--- src/rtl/divider_seq_param.sv ---
// Sequential restoring divider, WIDTH-bit unsigned operands, MSB first.
// Optional build macro: DIVIDER_SIGNED_EN (adds the signed_mode input).
//
// Ports:
//   clk          rising-edge clock
//   rst          asynchronous reset, active-low
//   start        request, sampled only in IDLE
//   signed_mode  two's-complement operands (DIVIDER_SIGNED_EN builds only)
//   A, B         dividend / divisor, sampled with start
//   busy         high in RUN and FIN
//   done         one-cycle pulse, Q/R/err valid from this cycle
//   err          divide-by-zero flag
//   Q, R         quotient / remainder, held until the next result
module divider_seq_param #(
    parameter int WIDTH = 8
) (
    input  logic             clk,
    input  logic             rst,
    input  logic             start,
`ifdef DIVIDER_SIGNED_EN
    input  logic             signed_mode,
`endif
    input  logic [WIDTH-1:0] A,
    input  logic [WIDTH-1:0] B,
    output logic             busy,
    output logic             done,
    output logic             err,
    output logic [WIDTH-1:0] Q,
    output logic [WIDTH-1:0] R
);

    localparam int CW = $clog2(WIDTH + 1);

    typedef enum logic [1:0] {
        S_IDLE,
        S_RUN,
        S_FIN
    } state_t;

    state_t r_state;
    state_t w_next;

    logic [WIDTH-1:0] r_dvd;
    logic [WIDTH-1:0] r_dvs;
    logic [WIDTH-1:0] r_rem;
    logic [CW-1:0]    r_cnt;
    logic [WIDTH-1:0] r_q;
    logic [WIDTH-1:0] r_r;
    logic             r_err;
    logic             r_neg_q;
    logic             r_neg_r;

    logic [WIDTH-1:0] w_a_mag;
    logic [WIDTH-1:0] w_b_mag;
    logic             w_neg_q;
    logic             w_neg_r;
    logic             w_b_zero;
    logic             w_last;
    logic [WIDTH:0]   w_shift;
    logic [WIDTH:0]   w_trial;
    logic             w_qbit;
    logic [WIDTH-1:0] w_rem_nx;
    logic [WIDTH-1:0] w_quo_nx;
    logic [WIDTH-1:0] w_q_fix;
    logic [WIDTH-1:0] w_r_fix;

    // Signed operation divides magnitudes; the most negative value
    // maps to its own bit pattern, which is the correct unsigned magnitude.
`ifdef DIVIDER_SIGNED_EN
    assign w_a_mag = (signed_mode && A[WIDTH-1]) ? (~A + 1'b1) : A;
    assign w_b_mag = (signed_mode && B[WIDTH-1]) ? (~B + 1'b1) : B;
    assign w_neg_q = signed_mode & (A[WIDTH-1] ^ B[WIDTH-1]);
    assign w_neg_r = signed_mode & A[WIDTH-1];
`else
    assign w_a_mag = A;
    assign w_b_mag = B;
    assign w_neg_q = 1'b0;
    assign w_neg_r = 1'b0;
`endif

    assign w_b_zero = (B == '0);
    assign w_last   = (r_cnt == CW'(1));

    // One restoring step: the dividend register shifts out its MSB into
    // the partial remainder and collects quotient bits at its LSB.
    assign w_shift  = {r_rem, r_dvd[WIDTH-1]};
    assign w_trial  = w_shift - {1'b0, r_dvs};
    assign w_qbit   = ~w_trial[WIDTH];
    assign w_rem_nx = w_qbit ? w_trial[WIDTH-1:0] : w_shift[WIDTH-1:0];
    assign w_quo_nx = {r_dvd[WIDTH-2:0], w_qbit};
    assign w_q_fix  = r_neg_q ? (~w_quo_nx + 1'b1) : w_quo_nx;
    assign w_r_fix  = r_neg_r ? (~w_rem_nx + 1'b1) : w_rem_nx;

    always_ff @(posedge clk or negedge rst) begin
        if (!rst) begin
            r_state <= S_IDLE;
        end else begin
            r_state <= w_next;
        end
    end

    always_comb begin
        w_next = r_state;
        unique case (r_state)
            S_IDLE: if (start) w_next = w_b_zero ? S_FIN : S_RUN;
            S_RUN:  if (w_last) w_next = S_FIN;
            S_FIN:  w_next = S_IDLE;
            default: w_next = S_IDLE;
        endcase
    end

    always_ff @(posedge clk or negedge rst) begin
        if (!rst) begin
            r_dvd   <= '0;
            r_dvs   <= '0;
            r_rem   <= '0;
            r_cnt   <= '0;
            r_q     <= '0;
            r_r     <= '0;
            r_err   <= 1'b0;
            r_neg_q <= 1'b0;
            r_neg_r <= 1'b0;
        end else begin
            if (r_state == S_IDLE && start) begin
                if (w_b_zero) begin
                    r_q   <= '1;
                    r_r   <= A;
                    r_err <= 1'b1;
                end else begin
                    r_dvd   <= w_a_mag;
                    r_dvs   <= w_b_mag;
                    r_rem   <= '0;
                    r_cnt   <= CW'(WIDTH);
                    r_err   <= 1'b0;
                    r_neg_q <= w_neg_q;
                    r_neg_r <= w_neg_r;
                end
            end else if (r_state == S_RUN) begin
                r_rem <= w_rem_nx;
                r_dvd <= w_quo_nx;
                r_cnt <= r_cnt - CW'(1);
                if (w_last) begin
                    r_q <= w_q_fix;
                    r_r <= w_r_fix;
                end
            end
        end
    end

    assign busy = (r_state != S_IDLE);
    assign done = (r_state == S_FIN);
    assign err  = r_err;
    assign Q    = r_q;
    assign R    = r_r;

endmodule

--- config.mk ---
export PLATFORM = sky130hd
export DESIGN_NAME = divider_seq_param
export DESIGN_NICKNAME = d
export VERILOG_FILES = /design/src/rtl/divider_seq_param.sv
export SDC_FILE = /design/constraint.sdc
export NUM_CORES = 1
export LEC_CHECK = 0
export ABC_AREA = 1
export BUFFER_PORTS_ARGS = -buffer_cell sky130_fd_sc_hd__buf_4
export CORE_ASPECT_RATIO = 1.75
export CORE_UTILIZATION = 50
export CTS_BUF_LIST = sky130_fd_sc_hd__clkbuf_8
export DETAILED_ROUTE_END_ITERATION = 10
export GPL_TIMING_DRIVEN = 0
export PLACE_DENSITY = 0.71
export SYNTH_ARGS = -nofsm -noshare
export SYNTH_HDL_FRONTEND = slang
export SYNTH_SLANG_ARGS = --single-unit
--- constraint.sdc ---
create_clock -name clk -period 2.1 [get_ports clk]
set_clock_uncertainty 0.05 [all_clocks]
set_input_delay 0.42 -clock clk [delete_from_list [all_inputs] [get_ports clk]]
set_output_delay 0.42 -clock clk [all_outputs]
set_load 0.02 [all_outputs]
## Word-level counts from Yosys, hierarchy flattened

Cells that the tools add are included.

| storage, ports and cells | value |
|---|---|
| bits in registers | 47 |
| output and inout port bits | 19 |
| word-level logic and storage cells | 52 |

| cells by class | value |
|---|---|
| add/subtract/negate cells | 2 |
| eq/ne operators | 7 |
| mux-type cells | 23 |
| bitwise logic cells | 2 |
| reduce and logical (&&, ||, !) cells | 10 |

Operators with widths:

| operator | count |
|---|---|
| $mux W8 | 15 |
| $mux W4 | 3 |
| $sub A9 B8 Y9 | 1 |
| $logic_not A8 Y1 | 1 |
| $ne A2 B2 Y1 const B | 4 |
| $mux W2 | 3 |
| $reduce_and A2 Y1 | 3 |
| $reduce_bool A2 Y1 | 3 |
| $eq A4 B1 Y1 const B | 1 |
| $pmux W2 S2 | 1 |
| $sub A4 B1 Y4 const B | 1 |
| $reduce_and A3 Y1 | 1 |
| $eq A2 B1 Y1 const B | 1 |
| $eq A2 B2 Y1 const B | 1 |
| $logic_not A2 Y1 | 1 |
| $not A1 Y1 | 2 |
| $logic_and A1 B1 Y1 | 1 |
| $mux W1 | 1 |

## Logic depth before layout (Yosys ltp)

| depth | value |
|---|---|
| word-level depth | 5 |
| depth in mapped cells | 14 |
| gate-level depth less buffers | 14 |

## Worst setup path after synthesis

Ideal clock, no wire load.

| timing path | value |
|---|---|
| kind | flip-flop to flip-flop |
| start | reg r_dvd[7] |
| end | reg r_r[7] (netlist: R[7]) |
| library setup time | 0.113 ns |
| arrival | 1.705 ns |
| required time | 1.937 ns |
| setup slack | 0.232 ns |
| cell stages (with the launch flop) | 15 |
| cell sequence | dfrtp_1 inv_1 ha_1 inv_1 fa_1 nand2_1 nand2_2 nand3_2 nand2_2 nand2_2 nand2_4 nand3_1 nand3_1 nand2_1 inv_1 |

| on the way | value |
|---|---|
| cells in the longest elaborated chain, start to end | 5 |

Ends and longest elaborated chain:

| element | RTL line | source |
|---|---|---|
| start, declared | 43 | `logic [WIDTH-1:0] r_dvd;` |
| start signal, assigned | 130 | `r_dvd <= w_a_mag;` |
| start signal, assigned | 140 | `r_dvd <= w_quo_nx;` |
| $sub A9 B8 Y9 | 87 | `assign w_trial = w_shift - {1'b0, r_dvs};` |
| $mux W8 | 89 | `assign w_rem_nx = w_qbit ? w_trial[WIDTH-1:0] : w_shift[WIDTH-1:0];` |
| $mux W8 | 142 | `if (w_last) begin` |
| $mux W8 | 138 | `end else if (r_state == S_RUN) begin` |
| $mux W8 | 124 | `if (r_state == S_IDLE && start) begin` |
| end signal, assigned | 144 | `r_r <= w_r_fix;` |
| end, declared | 48 | `logic [WIDTH-1:0] r_r;` |

No other way between the ends. The select of a mux whose other input is x is not followed.
A chain may end at the register's enable or synchronous reset.

## Final worst setup path

| timing path | value |
|---|---|
| start | reg r_dvd[7] |
| end | reg r_r[0] (netlist: R[0]) |

| on the way | value |
|---|---|
| cells in the longest elaborated chain, start to end | 5 |

Ends and longest elaborated chain:

| element | RTL line |
|---|---|
| $sub A9 B8 Y9 | 87 |
| $mux W8 * | 89 |
| $mux W8 * | 142 |
| $mux W8 * | 138 |
| $mux W8 * | 124 |

Every way passes the cells marked *; elsewhere a longest branch is shown, timed or not. The select of a mux whose other input is x is not followed.

==> qor.json <==
{
  "layout": {
    "final_cell_mix": "sky130_fd_sc_hd__nand2_1 (100), sky130_fd_sc_hd__inv_1 (48), sky130_fd_sc_hd__dfrtp_1 (47), sky130_fd_sc_hd__buf_4 (43), sky130_fd_sc_hd__nand3_2 (18)",
    "layoutNonFillerInstCount": 477,
    "final_area_um2": 3590,
    "drive_above_1_share": 0.314,
    "mostFrequentLayoutCell": "sky130_fd_sc_hd__nand2_1",
    "finish.net_count": 431,
    "n_fill_cell": 528,
    "areaGrowthSynthToFinish_pct": 24.2,
    "n_antenna_cell": 0,
    "finalCoreUtilization": 0.644
  },
  "global_route": {
    "antenna_found_initial": 0,
    "first_global_vias": 2260,
    "globalRoute.totalOverflow": 0,
    "grt_max_degree": 48,
    "wire_length_of_the_first_global_routing_pass_um": 10300,
    "track_usage": 0.228
  },
  "timing": {
    "slew_headroom": 0.605,
    "finalSetupViolCount": 0,
    "final-max-slew-violation-count": 0,
    "worst_hold_slack_ns": 0.0535,
    "total_negative_setup_slacks_ns": 0,
    "fin_crit_sh": 0.972,
    "maxClockFrequency_ghz": 0.490,
    "tightestPinTransition_ns": 0.592,
    "hold_viol": 0,
    "min_period_ns": 2.04,
    "rsz0062_at_grt": "yes"
  },
  "detailed_routing": {
    "first_drt_pass_iteration_count": 5,
    "routed_via_density": 5.09,
    "drt-wirelength-per-cell_um": 13.8,
    "postRouteAntennaNets": 0,
    "drt-initial-drc-count": 73,
    "drt_drc_violations_left": 0,
    "routed_wirelength_um": 6580,
    "via_count_of_the_routed_design": 2430
  },
  "setup_path": {
    "crit_fanout": 5,
    "endpoint_kind_of_the_worst_setup_timing_path": "register",
    "critical_path.max_stage_delay_ns": 0.41,
    "cp_cell_sequence": "inv_2 > ha_4 > inv_2 > fa_2 > nand2_2 > nand2_4 > nand3_4 > nand2_4 > nand2_4 > nand2_8 > nand3_2 > nand3_1 > nand2_1 > inv_1",
    "crit_path_top_delay_cell": "sky130_fd_sc_hd__dfrtp_1",
    "worstPathRequired_ns": 2.26,
    "path_common_cell": "sky130_fd_sc_hd__nand2_4",
    "critPathKind": "reg -> reg",
    "critical_path_arrival_ns": 2.20,
    "crit_path_start_kind": "register"
  },
  "synthesis": {
    "synth_area_per_inst_um2": 8.22,
    "synth-async-reset-ratio": 1.00,
    "yosysWarningCount": 0,
    "synth-main-ff-cell": "sky130_fd_sc_hd__dfrtp_1",
    "synth_seq_cells": 47,
    "synth.net_count": 382,
    "synth-edff-count": 0,
    "netlist-cell-type-count": 35,
    "postSynthCellCount": 352,
    "post_synth_instance_area_um2": 2890,
    "seq_area_frac_synth": 0.406
  },
  "power_and_ir_drop": {
    "p_leak_nw": 1.84,
    "p_clk_frac": 0.103,
    "switching_share": 0.486,
    "power_per_standard_cell_area_nw_per_um2": 1750,
    "power_share_of_the_sequential_group": 0.252,
    "switchingPower_mw": 3.07,
    "combinationalPowerShare": 0.645,
    "worst_ir_drop_vdd_v": 0.00105,
    "power.internal_mw": 3.24
  },
  "floorplanning": {
    "die_h_um": 103,
    "fp-row-count": 36,
    "fp.dieW_um": 59.5,
    "boundaryPins": 38,
    "fp.coreArea_um2": 5590,
    "fp.dieArea_um2": 6110,
    "floorplan.initialDensity": 0.518
  },
  "job": {
    "drv.max_cap_violation_count": 0
  },
  "status": {
    "outcome": "complete, no violations"
  },
  "clocking": {
    "clk_slew_on_worst_s_h_paths_ns": 0.09,
    "cts_buffer_depth": 2,
    "cts_made_buffers": 5,
    "tritoncts": "yes",
    "worst_skew_pair.late_latency_ns": 0.31,
    "cts_sinks": 47,
    "cts_root_buffer": "sky130_fd_sc_hd__clkbuf_8",
    "cts_htree_levels": 2
  },
  "placed_design": {
    "detailedPlacementHpwl_um": 4870,
    "gp_congestion": 0.894,
    "buffer_ports.inserted": 37,
    "placement.cell_area_um2": 3270,
    "placedCellCount": 465
  },
  "min_path": {
    "min-delay-path-class": "in -> async"
  }
}
## synthesized netlist by cell type, types with 3 or more instances
cell type                  instances  share of area
sky130_fd_sc_hd__a21boi_0          4          0.010
sky130_fd_sc_hd__nand2_1         102           0.13
sky130_fd_sc_hd__dfrtp_1          47           0.41
sky130_fd_sc_hd__nand2_2           7          0.015
sky130_fd_sc_hd__or2_2             3         0.0065
sky130_fd_sc_hd__nand3_1          33          0.057
sky130_fd_sc_hd__nor2_8            3          0.021
sky130_fd_sc_hd__o21ai_2           7          0.021
sky130_fd_sc_hd__inv_1            50          0.065
sky130_fd_sc_hd__a21boi_1          3         0.0078
sky130_fd_sc_hd__o311ai_2          5          0.028
sky130_fd_sc_hd__inv_4             3         0.0065
sky130_fd_sc_hd__xor2_1            3         0.0091
sky130_fd_sc_hd__nand3_2           3          0.010
sky130_fd_sc_hd__o21ai_0          15          0.026
sky130_fd_sc_hd__a21oi_1           5         0.0086
sky130_fd_sc_hd__nor2_1           15          0.019
sky130_fd_sc_hd__or2_0             5          0.011
sky130_fd_sc_hd__ha_1             10          0.043
sky130_fd_sc_hd__buf_4             3         0.0078
sky130_fd_sc_hd__nand2_4           3          0.012
sky130_fd_sc_hd__buf_6             4          0.016
sky130_fd_sc_hd__buf_2             4         0.0069
## cell families after synthesis
logic type | count (synthesis) | share of synthesized area
flip-flops | 47 | 0.406
adder cells (fa/ha/maj) | 11 | 0.0502
AND/OR/NAND/NOR | 181 | 0.312
AO/OA/AOI/OAI | 45 | 0.118
XOR/XNOR | 4 | 0.0121
buffers and inverters | 64 | 0.102
## registers in the layout, summed over array words and instances (netlist names)
signal	count
Q	8
R	8
err	1
r_cnt	4
r_dvd	8
r_dvs	8
r_rem	8
r_state	2
## through the flow
stage / power (mW) / setup slack (ns)
after CTS: 5.72 / 0.0526
after global routing: 6.87 / -0.0450
after global placement: 4.96 / 0.0429
after floorplan: 4.17 / 0.232
after detailed placement: 5.06 / -0.00425
final: 6.31 / 0.0592
## path summary, 6_finish.rpt
path / startpoint / end / slack (ns) / cells after the start
worst max-delay path: r_dvd[7] / R[0] / 0.06 / 14
worst min-delay path: rst / R[7] / 0.05 / 1
worst max register to register: r_dvd[7] / R[0] / 0.06 / 14
worst min register to register: err / err / 0.45 / 2
max in group asynchronous: rst / r_dvs[0] / 1.53 / 1
min in group clk: B[6] / r_dvs[6] / 0.28 / 3
## metal layers
metal / wire length [µm] / global-route usage / up-vias
met5: 0 / 0 / -
met4: 150 / 0.0877 / 0
met3: 150 / 0.0276 / 14
met2: 3690 / 0.420 / 39
met1: 2600 / 0.263 / 1169
li1: - / - / 1208
## area by class of cell
| class | instances | area, µm² | share of cell area |
|---|---|---|---|
| clock inverters | 2 | 37.5 | 0.0104 |
| flip-flops and latches | 47 | 1180 | 0.327 |
| multi-input cells | 243 | 1620 | 0.451 |
| inverters | 53 | 206 | 0.0574 |
| well taps | 76 | 95.1 | 0.0265 |
| repair buffers | 40 | 300 | 0.0835 |
| clock buffers | 5 | 68.8 | 0.0191 |
| plain buffers | 11 | 87.6 | 0.0244 |
## critical path: cells and delay by family, from the launching register on
| kind | cells | cell delay, ns |
|---|---|---|
| adders and majority gates | 2 | 0.53 |
| buffers and inverters | 3 | 0.17 |
| DFF | 1 | 0.41 |
| and+or+nand+nor | 9 | 0.79 |
## power groups by stage
stage / Sequential, mW / Clock (mW) / Combinational [mW]
after floorplan: 1.71 / 0 / 2.46
after global placement: 1.58 / 0 / 3.39
after detailed placement: 1.58 / 0 / 3.47
after CTS: 1.57 / 0.660 / 3.49
after global routing: 1.62 / 0.694 / 4.55
final: 1.59 / 0.652 / 4.07
## timing repair
item	CTS	global route
setup endpoints to repair	4	16
setup buffers	0	3
hold buffers	0	0
resized for setup	2	35
pin swaps	1	11
gates cloned	0	2
Power figures use the tool's default switching activity.
